<file path="src/rtl/multicycle_controller_if.sv">
// Control/handshake bundle between the multicycle MIPS controller (master) and
// the datapath/memory side (slave).
interface multicycle_controller_if #(
  parameter int OPCODE_W = 6,
  parameter int CNT_W    = 32
);
  logic [OPCODE_W-1:0] opcode;
  logic                zero;
  logic                mem_ready;
  logic                mem_req;
  logic                IorD;
  logic                MemWrite;
  logic                IRWrite;
  logic                PCWrite;
  logic                PCEn;
  logic                Branch;
  logic [1:0]          PCSrc;
  logic                ALUSrcA;
  logic [1:0]          ALUSrcB;
  logic [1:0]          aluOp;
  logic                RegDst;
  logic                MentoReg;
  logic                RegWrite;
  logic                illegal_op;
  logic [3:0]          state_o;
  logic [CNT_W-1:0]    instr_cnt;

  modport master (
    input  opcode, zero, mem_ready,
    output mem_req, IorD, MemWrite, IRWrite, PCWrite, PCEn, Branch, PCSrc,
           ALUSrcA, ALUSrcB, aluOp, RegDst, MentoReg, RegWrite, illegal_op,
           state_o, instr_cnt
  );

  modport slave (
    output opcode, zero, mem_ready,
    input  mem_req, IorD, MemWrite, IRWrite, PCWrite, PCEn, Branch, PCSrc,
           ALUSrcA, ALUSrcB, aluOp, RegDst, MentoReg, RegWrite, illegal_op,
           state_o, instr_cnt
  );
endinterface

</file>
<file path="src/rtl/multicycle_controller.sv">
// Moore-FSM control unit for the multicycle MIPS datapath: sequences each
// instruction, stalls on the memory handshake, flags illegal opcodes, counts retires.
module multicycle_controller #(
  parameter int OPCODE_W = 6,
  parameter bit EN_ADDI  = 1'b1,
  parameter bit EN_JUMP  = 1'b1,
  parameter bit MEM_HS   = 1'b1,
  parameter int CNT_W    = 32
) (
  input  logic             clk,
  input  logic             reset_n,
  multicycle_controller_if.master bus
);

  typedef enum logic [3:0] {
    FETCH   = 4'd0,
    DECODE  = 4'd1,
    MEMADR  = 4'd2,
    MEMRD   = 4'd3,
    MEMWB   = 4'd4,
    MEMWR   = 4'd5,
    EXEC    = 4'd6,
    ALUWB   = 4'd7,
    BRANCH  = 4'd8,
    ADDIEX  = 4'd9,
    ADDIWB  = 4'd10,
    JUMP    = 4'd11,
    ILLEGAL = 4'd12
  } state_t;

  localparam logic [OPCODE_W-1:0] OP_RTYPE = OPCODE_W'(6'b000000);
  localparam logic [OPCODE_W-1:0] OP_LW    = OPCODE_W'(6'b100011);
  localparam logic [OPCODE_W-1:0] OP_SW    = OPCODE_W'(6'b101011);
  localparam logic [OPCODE_W-1:0] OP_BEQ   = OPCODE_W'(6'b000100);
  localparam logic [OPCODE_W-1:0] OP_ADDI  = OPCODE_W'(6'b001000);
  localparam logic [OPCODE_W-1:0] OP_J     = OPCODE_W'(6'b000010);

  state_t           state;
  state_t           next_state;
  logic             ready;
  logic             retire;
  logic [CNT_W-1:0] instr_cnt;

  logic       mem_req, iord, mem_write, ir_write, pc_write, pc_en, branch;
  logic [1:0] pc_src, alu_src_b, alu_op;
  logic       alu_src_a, reg_dst, mem_to_reg, reg_write, illegal_op;

  assign ready = MEM_HS ? bus.mem_ready : 1'b1;

  always_ff @(posedge clk) begin
    if (!reset_n) begin
      state     <= FETCH;
      instr_cnt <= '0;
    end else begin
      state <= next_state;
      if (retire) instr_cnt <= instr_cnt + CNT_W'(1);
    end
  end

  always_comb begin
    next_state = state;
    case (state)
      FETCH:  if (ready) next_state = DECODE;
      DECODE: begin
        case (bus.opcode)
          OP_RTYPE:     next_state = EXEC;
          OP_LW, OP_SW: next_state = MEMADR;
          OP_BEQ:       next_state = BRANCH;
          OP_ADDI:      if (EN_ADDI) next_state = ADDIEX; else next_state = ILLEGAL;
          OP_J:         if (EN_JUMP) next_state = JUMP;   else next_state = ILLEGAL;
          default:      next_state = ILLEGAL;
        endcase
      end
      MEMADR: if (bus.opcode == OP_SW) next_state = MEMWR; else next_state = MEMRD;
      MEMRD:  if (ready) next_state = MEMWB;
      MEMWR:  if (ready) next_state = FETCH;
      EXEC:   next_state = ALUWB;
      ADDIEX: next_state = ADDIWB;
      MEMWB, ALUWB, BRANCH, ADDIWB, JUMP, ILLEGAL: next_state = FETCH;
      default: next_state = FETCH;
    endcase
  end

  // ILLEGAL returns to FETCH without retiring anything.
  always_comb begin
    retire = (state inside {MEMWB, ALUWB, BRANCH, ADDIWB, JUMP}) ||
             ((state == MEMWR) && ready);
  end

  always_comb begin
    mem_req    = 1'b0;
    iord       = 1'b0;
    mem_write  = 1'b0;
    ir_write   = 1'b0;
    pc_write   = 1'b0;
    branch     = 1'b0;
    pc_src     = 2'b00;
    alu_src_a  = 1'b0;
    alu_src_b  = 2'b00;
    alu_op     = 2'b00;
    reg_dst    = 1'b0;
    mem_to_reg = 1'b0;
    reg_write  = 1'b0;
    illegal_op = 1'b0;
    case (state)
      FETCH: begin
        mem_req   = 1'b1;
        alu_src_b = 2'b01;
        ir_write  = ready;
        pc_write  = ready;
      end
      DECODE:  alu_src_b = 2'b11;
      MEMADR: begin
        alu_src_a = 1'b1;
        alu_src_b = 2'b10;
      end
      MEMRD: begin
        mem_req = 1'b1;
        iord    = 1'b1;
      end
      MEMWB: begin
        mem_to_reg = 1'b1;
        reg_write  = 1'b1;
      end
      MEMWR: begin
        mem_req   = 1'b1;
        iord      = 1'b1;
        mem_write = 1'b1;
      end
      EXEC: begin
        alu_src_a = 1'b1;
        alu_op    = 2'b10;
      end
      ALUWB: begin
        reg_dst   = 1'b1;
        reg_write = 1'b1;
      end
      BRANCH: begin
        alu_src_a = 1'b1;
        alu_op    = 2'b01;
        pc_src    = 2'b01;
        branch    = 1'b1;
      end
      ADDIEX: begin
        alu_src_a = 1'b1;
        alu_src_b = 2'b10;
      end
      ADDIWB:  reg_write = 1'b1;
      JUMP: begin
        pc_src   = 2'b10;
        pc_write = 1'b1;
      end
      ILLEGAL: illegal_op = 1'b1;
      default: ;
    endcase
    // Strobes are suppressed during reset; mux selects still follow state.
    if (!reset_n) begin
      mem_req    = 1'b0;
      ir_write   = 1'b0;
      pc_write   = 1'b0;
      mem_write  = 1'b0;
      reg_write  = 1'b0;
      illegal_op = 1'b0;
    end
    pc_en = pc_write | (branch & bus.zero & reset_n);
  end

  assign bus.mem_req    = mem_req;
  assign bus.IorD       = iord;
  assign bus.MemWrite   = mem_write;
  assign bus.IRWrite    = ir_write;
  assign bus.PCWrite    = pc_write;
  assign bus.PCEn       = pc_en;
  assign bus.Branch     = branch;
  assign bus.PCSrc      = pc_src;
  assign bus.ALUSrcA    = alu_src_a;
  assign bus.ALUSrcB    = alu_src_b;
  assign bus.aluOp      = alu_op;
  assign bus.RegDst     = reg_dst;
  assign bus.MentoReg   = mem_to_reg;
  assign bus.RegWrite   = reg_write;
  assign bus.illegal_op = illegal_op;
  assign bus.state_o    = state;
  assign bus.instr_cnt  = instr_cnt;

endmodule
</file>
<file path="src/flat_wrapper.sv">
// flat-port wrapper written by rule: the top's interface ports become plain ports
module multicycle_controller_flat 
#(
  parameter int OPCODE_W = 6,
  parameter bit EN_ADDI  = 1'b1,
  parameter bit EN_JUMP  = 1'b1,
  parameter bit MEM_HS   = 1'b1,
  parameter int CNT_W    = 32
)
  (clk, reset_n, bus_opcode, bus_zero, bus_mem_ready, bus_mem_req, bus_IorD, bus_MemWrite, bus_IRWrite, bus_PCWrite, bus_PCEn, bus_Branch, bus_PCSrc, bus_ALUSrcA, bus_ALUSrcB, bus_aluOp, bus_RegDst, bus_MentoReg, bus_RegWrite, bus_illegal_op, bus_state_o, bus_instr_cnt);
  multicycle_controller_if #(.OPCODE_W(OPCODE_W), .CNT_W(CNT_W)) bus_i ();
  input  logic clk;
  input  logic reset_n;
  input wire logic [$bits(bus_i.opcode)-1:0] bus_opcode;
  input wire logic [$bits(bus_i.zero)-1:0] bus_zero;
  input wire logic [$bits(bus_i.mem_ready)-1:0] bus_mem_ready;
  output wire logic [$bits(bus_i.mem_req)-1:0] bus_mem_req;
  output wire logic [$bits(bus_i.IorD)-1:0] bus_IorD;
  output wire logic [$bits(bus_i.MemWrite)-1:0] bus_MemWrite;
  output wire logic [$bits(bus_i.IRWrite)-1:0] bus_IRWrite;
  output wire logic [$bits(bus_i.PCWrite)-1:0] bus_PCWrite;
  output wire logic [$bits(bus_i.PCEn)-1:0] bus_PCEn;
  output wire logic [$bits(bus_i.Branch)-1:0] bus_Branch;
  output wire logic [$bits(bus_i.PCSrc)-1:0] bus_PCSrc;
  output wire logic [$bits(bus_i.ALUSrcA)-1:0] bus_ALUSrcA;
  output wire logic [$bits(bus_i.ALUSrcB)-1:0] bus_ALUSrcB;
  output wire logic [$bits(bus_i.aluOp)-1:0] bus_aluOp;
  output wire logic [$bits(bus_i.RegDst)-1:0] bus_RegDst;
  output wire logic [$bits(bus_i.MentoReg)-1:0] bus_MentoReg;
  output wire logic [$bits(bus_i.RegWrite)-1:0] bus_RegWrite;
  output wire logic [$bits(bus_i.illegal_op)-1:0] bus_illegal_op;
  output wire logic [$bits(bus_i.state_o)-1:0] bus_state_o;
  output wire logic [$bits(bus_i.instr_cnt)-1:0] bus_instr_cnt;
  assign bus_i.opcode = bus_opcode;
  assign bus_i.zero = bus_zero;
  assign bus_i.mem_ready = bus_mem_ready;
  assign bus_mem_req = bus_i.mem_req;
  assign bus_IorD = bus_i.IorD;
  assign bus_MemWrite = bus_i.MemWrite;
  assign bus_IRWrite = bus_i.IRWrite;
  assign bus_PCWrite = bus_i.PCWrite;
  assign bus_PCEn = bus_i.PCEn;
  assign bus_Branch = bus_i.Branch;
  assign bus_PCSrc = bus_i.PCSrc;
  assign bus_ALUSrcA = bus_i.ALUSrcA;
  assign bus_ALUSrcB = bus_i.ALUSrcB;
  assign bus_aluOp = bus_i.aluOp;
  assign bus_RegDst = bus_i.RegDst;
  assign bus_MentoReg = bus_i.MentoReg;
  assign bus_RegWrite = bus_i.RegWrite;
  assign bus_illegal_op = bus_i.illegal_op;
  assign bus_state_o = bus_i.state_o;
  assign bus_instr_cnt = bus_i.instr_cnt;
  multicycle_controller #(.OPCODE_W(OPCODE_W), .EN_ADDI(EN_ADDI), .EN_JUMP(EN_JUMP), .MEM_HS(MEM_HS), .CNT_W(CNT_W)) u_core (.clk(clk), .reset_n(reset_n), .bus(bus_i));
endmodule
</file>
<file path="config.mk">
export PLATFORM = sky130hd
export DESIGN_NAME = multicycle_controller_flat
export DESIGN_NICKNAME = d
export VERILOG_FILES = /design/src/rtl/multicycle_controller_if.sv /design/src/rtl/multicycle_controller.sv /design/src/flat_wrapper.sv
export SDC_FILE = /design/constraint.sdc
export NUM_CORES = 1
export LEC_CHECK = 0
export CAP_MARGIN = 20
export CORE_MARGIN = 2
export CORE_UTILIZATION = 48
export DETAILED_ROUTE_END_ITERATION = 10
export HOLD_SLACK_MARGIN = 0.15
export PLACE_DENSITY = 0.83
export SETUP_SLACK_MARGIN = 0.02
export SYNTH_ARGS = -nofsm -noshare
export SYNTH_HDL_FRONTEND = slang
export SYNTH_SLANG_ARGS = --single-unit
export TNS_END_PERCENT = 1
</file>
<file path="constraint.sdc">
create_clock -name clk -period 2.7 [get_ports clk]
set_clock_uncertainty 0.15 [all_clocks]
set_input_delay 0.27 -clock clk [delete_from_list [all_inputs] [get_ports clk]]
set_output_delay 0.27 -clock clk [all_outputs]
set_load 0.02 [all_outputs]
</file>
**Word level (Yosys, flattened, before mapping)**

Cells that the tools add are included.

- Bits in writable memories: 0
- Logic and storage cells: 64
- Output and inout port bits: 54
- Register bits: 36
- Memories: 0
- ROM bits: 0
- Input bits: 10
- Bits in latches: 0

- $add $sub $neg: 1
- Shift-type cells: 0
- $lt $le $gt $ge: 0
- $mul: 0
- Bitwise gates (word level): 3
- Muxes and demuxes: 26
- Divide/modulo/power cells: 0
- Reductions and logical operators: 12
- Equal/unequal tests: 20

Operators by type and width:

| cell | count |
|---|---|
| $add A32 B1 Y32 const B | 1 |
| $pmux W4 S7 | 1 |
| $eq A4 B4 Y1 const B | 5 |
| $pmux W4 S5 | 1 |
| $eq A4 B3 Y1 const B | 4 |
| $mux W1 | 16 |
| $eq A6 B6 Y1 const B | 2 |
| $mux W4 | 3 |
| $eq A4 B2 Y1 const B | 2 |
| $pmux W2 S2 | 2 |
| $eq A6 B2 Y1 const B | 1 |
| $eq A6 B3 Y1 const B | 1 |
| $eq A6 B4 Y1 const B | 1 |
| $logic_not A6 Y1 | 1 |
| $ne A2 B2 Y1 const B | 3 |
| $pmux W2 S3 | 1 |
| $reduce_or A2 Y1 | 3 |
| $reduce_or A3 Y1 | 2 |
| $reduce_bool A5 Y1 | 1 |
| $eq A4 B1 Y1 const B | 1 |
| $logic_not A4 Y1 | 1 |
| $reduce_or A4 Y1 | 1 |
| $mux W3 | 1 |
| $reduce_and A3 Y1 | 1 |
| 5 further kinds | 6 |

**Logic depth before layout (Yosys ltp)**

Gate-level depths: netlist of the first run.

- Depth in word-level cells: 5
- Depth in mapped cells: 7
- Depth with buffers taken out: 5

**Least setup slack after synthesis of the first run**

OpenSTA, ideal clock, no wires.

- Path type: reg2out
- From: register u_core.state[2] (netlist: u_core.bus.state_o[2])
- To: output port bus_PCEn
- Data required time: 2.280 ns
- Arrival time: 1.715 ns
- Setup slack: 0.565 ns
- Stages on the path, launching flop included: 6
- Path buffers: 1
- Path through: dfxtp_1 clkbuf_1 nor2_1 nand3_1 nor3_1 a31o_2

- Longest elaborated chain between the ends: 5
- Elaborated cells between the ends (all ways): 9
- Classes of those cells: eq/ne: 2; mux: 3; bitwise: 3; reduce/logical: 1

Ends and longest elaborated chain:

| what | line | text |
|---|---|---|
| from (decl) | multicycle_controller.sv:38 | `state_t state;` |
| from (signal assigned) | multicycle_controller.sv:55 | `state <= next_state;` |
| $eq A4 B4 Y1 | multicycle_controller.sv:105 | `case (state)` |
| $mux W1 | multicycle_controller.sv:105 |  |
| $and A1 B1 Y1 (2 in a row) | multicycle_controller.sv:165 | `pc_en = pc_write \| (branch & bus.zero & reset_n);` |
| $or A1 B1 Y1 * | multicycle_controller.sv:165 |  |
| to (decl) | flat_wrapper.sv:22 | `output wire logic [$bits(bus_i.PCEn)-1:0] bus_PCEn;` |

Mark *: on every way between the ends. The rest lies on a longest branch, timed or not.

**Worst setup path in the final report of the first run**

Same ends and word-level chain as after synthesis.

==> results.toml, run 1 <==
[timing]
finalSetupViolCount = 0
timing.final.hold_violations = 0
finalMaxSlewViolations = 0
slew_headroom = 0.512
setup_total_negative_slack_ns = 0
finalCriticalPeriod_ns = 2.57
tightestPinTransition_ns = 0.732
highest_clock_frequency_the_design_can_meet_ghz = 0.389
timing.final.crit_share = 0.952
rsz0062_at_grt = "yes"

[synth]
synth-warning-count = 0
syn_inst = 271
ff_latch_count_synth = 36
avgSynthCellArea_um2 = 8.17
seq_area_frac_synth = 0.325
synth.net_count = 282
synth_flop_cell = "sky130_fd_sc_hd__dfxtp_1"
ys_async_sr_fraction = 0
number_of_enable_flip_flop_cells_after_synthesis = 0
syn_area_um2 = 2210
post_synth_num_cell_types = 60

[clock_network]
cts_repair_resize_count = 0
hold_buffers = 0
clk_latency_ns = 0.29
clock_transition_at_the_registers_of_the_reported_paths_ns = 0.07
ctsRootBufferMaster = "sky130_fd_sc_hd__clkbuf_8"
max-clock-path-buffers = 2
ctsHtreeMaxLevel = 2
cts_tree = "yes"
cts_made_buffers = 5
post-cts-setup-buffers = 0
sink_count_of_the_clock_tree = 36

[routing]
avg_vias_per_cell = 5.76
antenna_left = 0
drt_first_iter_violations = 116
wire_per_inst_um = 14.6
drtPass1Iterations = 4
drcViolationCount = 0
finalWirelength_um = 5580
detailroute.via_count = 2202

[layout]
layoutNonFillerInstCount = 382
layout-drive-gt1-share = 0.100
area_growth_pct = 33.3
antenna-diode-count = 0
fin_nets = 341
postLayoutCoreUtil = 0.669

[grt]
gr-usage-all-layers = 0.225
first_global_vias = 2053
largest_net_degree_at_the_start_of_global_routing = 34
antenna_found_initial = 0
grt_first_pass_wirelength_um = 9320
gr-total-overflow = 0

[setup_path]
r2r.worst_path.cells = 5
cp.depth = 6
worst_r2r_startpoint = "u_core.bus.instr_cnt[2]"
critPathMaxFanout = 11
critPathMaxStageDelay_ns = 0.60
r2r_slack_ns = 0.37
critPathTopFamily = "buffers and inverters"
r2r-end = "u_core.bus.instr_cnt[20]"
critPathCaptureType = "output pin"
critical_path.slowest_cell = "sky130_fd_sc_hd__clkdlybuf4s50_1"
worst_endpoint_data_arrival_time_ns = 2.15
timing.critical_path.buf_inv = 2
critPathLaunchType = "flop"
worstPathCellList = "buf_4 > nor2_1 > nand3_1 > nor3_1 > a31o_2 > clkdlybuf4s50_1"
cp.required_ns = 2.28
critical_path_class = "reg2out"
worstSetupEndpoint = "bus_PCEn"
crit_start = "u_core.bus.state_o[2]"

[flow_run]
max_cap_violations = 0

[placed_design]
detailedPlacementHpwl_um = 4080
io_buffer_count = 63
placedCellCount = 375
gpl.final_weighted_congestion = 0.842

[min_path]
min_path_type = "reg2reg"

[power]
power.density_cell_area_nw_per_um2 = 381
cellLeakagePower_nw = 0.964
power.ir.vdd_worst_v = 0.000239

[die]
start_util = 0.502
die-width_um = 71.9
core_rows = 24
floorplan.die_area_um2 = 5170
core-area_um2 = 4410
ios = 64
die-height_um = 71.9

[run_status]
run_status = "finished clean"
## Yosys cell counts (2+ instances only)
cell | n | area, µm²
sky130_fd_sc_hd__o21ai_0 | 9 | 45.0
sky130_fd_sc_hd__nor3b_1 | 2 | 15.0
sky130_fd_sc_hd__dfxtp_1 | 36 | 721
sky130_fd_sc_hd__or3_1 | 6 | 37.5
sky130_fd_sc_hd__nand4_1 | 9 | 56.3
sky130_fd_sc_hd__buf_2 | 3 | 15.0
sky130_fd_sc_hd__nor3_1 | 6 | 30.0
sky130_fd_sc_hd__and3_1 | 3 | 18.8
sky130_fd_sc_hd__nor2b_1 | 3 | 18.8
sky130_fd_sc_hd__o22ai_1 | 2 | 12.5
sky130_fd_sc_hd__a2111oi_0 | 2 | 17.5
sky130_fd_sc_hd__and4_1 | 2 | 17.5
sky130_fd_sc_hd__xnor2_1 | 10 | 87.6
sky130_fd_sc_hd__nand2b_1 | 7 | 43.8
sky130_fd_sc_hd__a211oi_1 | 2 | 15.0
sky130_fd_sc_hd__a21o_1 | 2 | 15.0
sky130_fd_sc_hd__nand2_1 | 20 | 75.1
sky130_fd_sc_hd__and2_2 | 2 | 15.0
sky130_fd_sc_hd__nor4_1 | 8 | 50.1
sky130_fd_sc_hd__buf_4 | 3 | 22.5
sky130_fd_sc_hd__and4_2 | 3 | 30.0
sky130_fd_sc_hd__buf_6 | 2 | 22.5
sky130_fd_sc_hd__a21oi_1 | 16 | 80.1
sky130_fd_sc_hd__nor2_1 | 34 | 128
sky130_fd_sc_hd__nand3_1 | 13 | 65.1
sky130_fd_sc_hd__o2111ai_1 | 5 | 43.8
sky130_fd_sc_hd__clkbuf_1 | 7 | 26.3
sky130_fd_sc_hd__or4_1 | 4 | 30.0
sky130_fd_sc_hd__o31ai_1 | 4 | 30.0
sky130_fd_sc_hd__o21a_1 | 3 | 22.5
sky130_fd_sc_hd__xor2_1 | 14 | 123
## metrics by stage
stage	setup WS, ns	power (mW)	area (µm²)	hold WS, ns
after global routing	0.0191	1.16	2950	0.380
after detailed placement	0.198	0.718	2850	0.332
after global placement	0.246	0.716	2850	0.321
after CTS	0.0952	1.13	2950	0.341
final	0.130	1.12	2950	0.338
after floorplan	0.565	0.653	2210	0.374
## per-layer routing
metal / wire length, µm / vias to the layer above / GRT usage
met3: 201 / 8 / 0.0347
met2: 2610 / 50 / 0.354
li1: - / 1106 / -
met1: 2700 / 1038 / 0.308
met5: 0 / - / 0
met4: 73 / 0 / 0.0943
## kinds of logic after synthesis
kind of cell	synth area share
and+or+nand+nor	0.342
AOI/OAI and AO/OA	0.171
DFF	0.325
xor gates and xnor gates	0.0949
buffers and inverters	0.0559
muxes	0.00452
adders and majority gates	0.00565
## worst min-delay path, delay by kind of cell, from the launching register on
family / cells / cell delay (ns)
flip-flops: 1 / 0.32
AO/OA/AOI/OAI: 2 / 0.13
## cell type report
cell class / instances / area (µm²)
Sequential cell: 36 / 722
Multi-Input combinational cell: 214 / 1370
Tap cell: 52 / 65.1
Fill cell: 385 / 1460
Inverter: 2 / 7.51
Timing Repair Buffer: 71 / 691
Clock buffer: 7 / 96.3
## flip-flops by register name (all words and copies together) (netlist names)
name	flops
u_core.bus.instr_cnt	32
u_core.bus.state_o	4
## report_power, final
part,internal [mW],switching (mW)
sequential,0.535,0.00836
clock,0.227,0.190
combinational,0.0716,0.0917
total,0.834,0.290
## cells in the final DEF (no fill, tap or decap), drive strengths merged, types with 7 or more instances in the layout
| cell type | instances |
|---|---|
| clkdlybuf4s50 | 63 |
| nor4 | 8 |
| buf | 8 |
| o2111ai | 7 |
| dfxtp | 36 |
| xor2 | 14 |
| nor2 | 35 |
| nand3 | 13 |
| xnor2 | 10 |
| nand4 | 9 |
| o21ai | 9 |
| nand2 | 20 |
| nand2b | 7 |
| a21oi | 16 |
| clkbuf | 7 |
| nor3 | 7 |
## how the worst min path moves through the flow
stage	startpoint	endpoint	slack, ns	cells after the start
final	u_core.bus.instr_cnt[31]	u_core.bus.instr_cnt[31]	0.34	2
after global placement	u_core.bus.instr_cnt[31]	u_core.bus.instr_cnt[31]	0.32	2
after floorplan	bus_opcode[1]	u_core.bus.state_o[3]	0.37	2
after global routing	u_core.bus.instr_cnt[20]	u_core.bus.instr_cnt[20]	0.38	2
after detailed placement	u_core.bus.instr_cnt[31]	u_core.bus.instr_cnt[31]	0.33	2
after CTS	u_core.bus.instr_cnt[31]	u_core.bus.instr_cnt[31]	0.34	2
Note: power is estimated with default switching activity, not from simulation.
==> run 2: changes to the inputs <==
- CELL_PAD_IN_SITES_DETAIL_PLACEMENT: not set -> 1
- CELL_PAD_IN_SITES_GLOBAL_PLACEMENT: not set -> 1
- CORE_UTILIZATION: 48 -> 34
- PLACE_DENSITY: 0.83 -> 0.81
==> run 2 against run 1 <==
Net effect:
- critical path depth did not move
- clock-buffer cell count fell by 1
- cell area rose by 1.7%
- sequential share of layout area fell by 0.38 points
- sequential cell count did not move
- maximum frequency rose by 0.33%
- global-route usage fell by 2.8 points
- critical path type unchanged
- critical endpoint unchanged
- largest power group unchanged
==> results.toml, run 2 (synthesis results as in run 1) <==
[run_status]
run_status = "finished clean"

[layout]
layoutNonFillerInstCount = 410
antenna-diode-count = 0
area_growth_pct = 35.6
layout_common_cells = "62 x sky130_fd_sc_hd__clkdlybuf4s50_1, 34 x sky130_fd_sc_hd__nor2_1, 34 x sky130_fd_sc_hd__dfxtp_1"
postLayoutCellArea_um2 = 3000
layout-drive-gt1-share = 0.114
fin_nets = 343
largest_register_ffs = 32
regMostFlops = "u_core.bus.instr_cnt"
layout.cells.most_common = "sky130_fd_sc_hd__clkdlybuf4s50_1"

[power]
share_seq_of_total_power = 0.492
cellLeakagePower_nw = 0.995
power_report.internal_total_mw = 0.812
power.ir.vdd_worst_v = 0.000279
power.density_cell_area_nw_per_um2 = 371
p_comb_frac = 0.148
clk_network_pwr_share = 0.360
power_switching_share = 0.272
p_total_mw = 1.11
switching_power_mw = 0.303

[placed_design]
placedCellCount = 402
io_buffer_count = 63
dp_worst_setup_slack_ns = 0.0920
detailedPlacementHpwl_um = 5040
cell_area_after_placement_um2 = 2900
gpl.final_weighted_congestion = 0.799

[timing]
setup_total_negative_slack_ns = 0
rsz0062_at_grt = "no"
highest_clock_frequency_the_design_can_meet_ghz = 0.390
finalCriticalPeriod_ns = 2.56
finalMaxSlewViolations = 0
finalSetupViolCount = 0
final.setup.worst_slack_ns = 0.139
timing.final.hold_violations = 0
slew_headroom = 0.536
timing.final.crit_share = 0.949
tightestPinTransition_ns = 0.696

[clock_network]
sink_count_of_the_clock_tree = 36
ctsRootBufferMaster = "sky130_fd_sc_hd__clkbuf_8"
clock_transition_at_the_registers_of_the_reported_paths_ns = 0.08
cts_made_buffers = 5
max-clock-path-buffers = 2
post-cts-setup-buffers = 0
hold_buffers = 0
ctsHtreeMaxLevel = 2
cts_tree = "yes"
clk_latency_ns = 0.29

[routing]
drtPass1Iterations = 4
drt_first_iter_violations = 72
detailroute.via_count = 2274
avg_vias_per_cell = 5.55
drcViolationCount = 0
finalWirelength_um = 6670
wire_per_inst_um = 16.3
antenna_left = 0

[min_path]
hold_path_startpoint = "u_core.bus.instr_cnt[18]"
min_path_type = "reg2reg"

[die]
start_util = 0.351
die-height_um = 84.7
floorplan.die_area_um2 = 7170
core-area_um2 = 6310
ios = 64
core_rows = 29
die-width_um = 84.7

[grt]
antenna_found_initial = 0
gr-usage-all-layers = 0.196
gr-total-overflow = 0
grt_first_pass_wirelength_um = 11400
first_global_vias = 2257
largest_net_degree_at_the_start_of_global_routing = 34

[setup_path]
critPathLaunchType = "flop"
worst_endpoint_data_arrival_time_ns = 2.14
crit_start = "u_core.bus.state_o[2]"
critPathCaptureType = "output pin"
cp.required_ns = 2.28
critical_path_class = "reg2out"
worst_r2r_startpoint = "u_core.bus.instr_cnt[2]"
critPathMaxFanout = 11
r2r_slack_ns = 0.46

[flow_run]
max_cap_violations = 0
-- run 2: power by group through the flow --
stage | combinational, mW | sequential (mW) | clock, mW
global route | 0.178 | 0.549 | 0.438
finish | 0.165 | 0.548 | 0.401
global placement | 0.162 | 0.559 | 0
detailed placement | 0.166 | 0.560 | 0
floorplan | 0.0960 | 0.557 | 0
CTS | 0.167 | 0.547 | 0.412
-- run 2: through the flow --
stage	utilization	hold WS [ns]
finish	0.476	0.352
global route	0.476	0.397
CTS	0.474	0.351
detailed placement	0.459	0.339
global placement	0.459	0.316
floorplan	-	0.374
-- run 2: what timing repair did --
item,4_1_cts,5_1_grt
endpoints found under the hold margin,0,0
resized for setup,0,4
endpoints found under the setup margin,0,6
-- run 2: layout make-up --
class	instances	area (µm²)
Clock buffer	6	82.6
Tap cell	77	96.3
Fill cell	786	3310
Multi-Input combinational cell	214	1380
Timing Repair Buffer	73	708
Clock inverter	2	10.0
Sequential cell	36	723
Inverter	2	7.51
-- run 2: critical path, cell delays in order (launching register included) --
cell and delay (ns):
sky130_fd_sc_hd__dfxtp_1 0.37, sky130_fd_sc_hd__buf_4 0.20, sky130_fd_sc_hd__nor2_1 0.19, sky130_fd_sc_hd__nand3_1 0.15, sky130_fd_sc_hd__nor3_2 0.21, sky130_fd_sc_hd__a31o_2 0.14
sky130_fd_sc_hd__clkdlybuf4s50_1 0.60
-- run 2: path summary, 6_finish.rpt --
check	end	cells past startpoint
worst min-delay path	u_core.bus.instr_cnt[18]	2
worst max register to register	u_core.bus.instr_cnt[20]	5
worst min register to register	u_core.bus.instr_cnt[18]	2
worst max-delay path	bus_PCEn	6
-- run 2: metal layers --
layer  vias up  global-route usage  wire [µm]
li1       1110                   -          -
met1      1124               0.265       3120
met2        34               0.328       3330
met3         6              0.0324        167
met4         0              0.0491         48
met5         -                   0          0
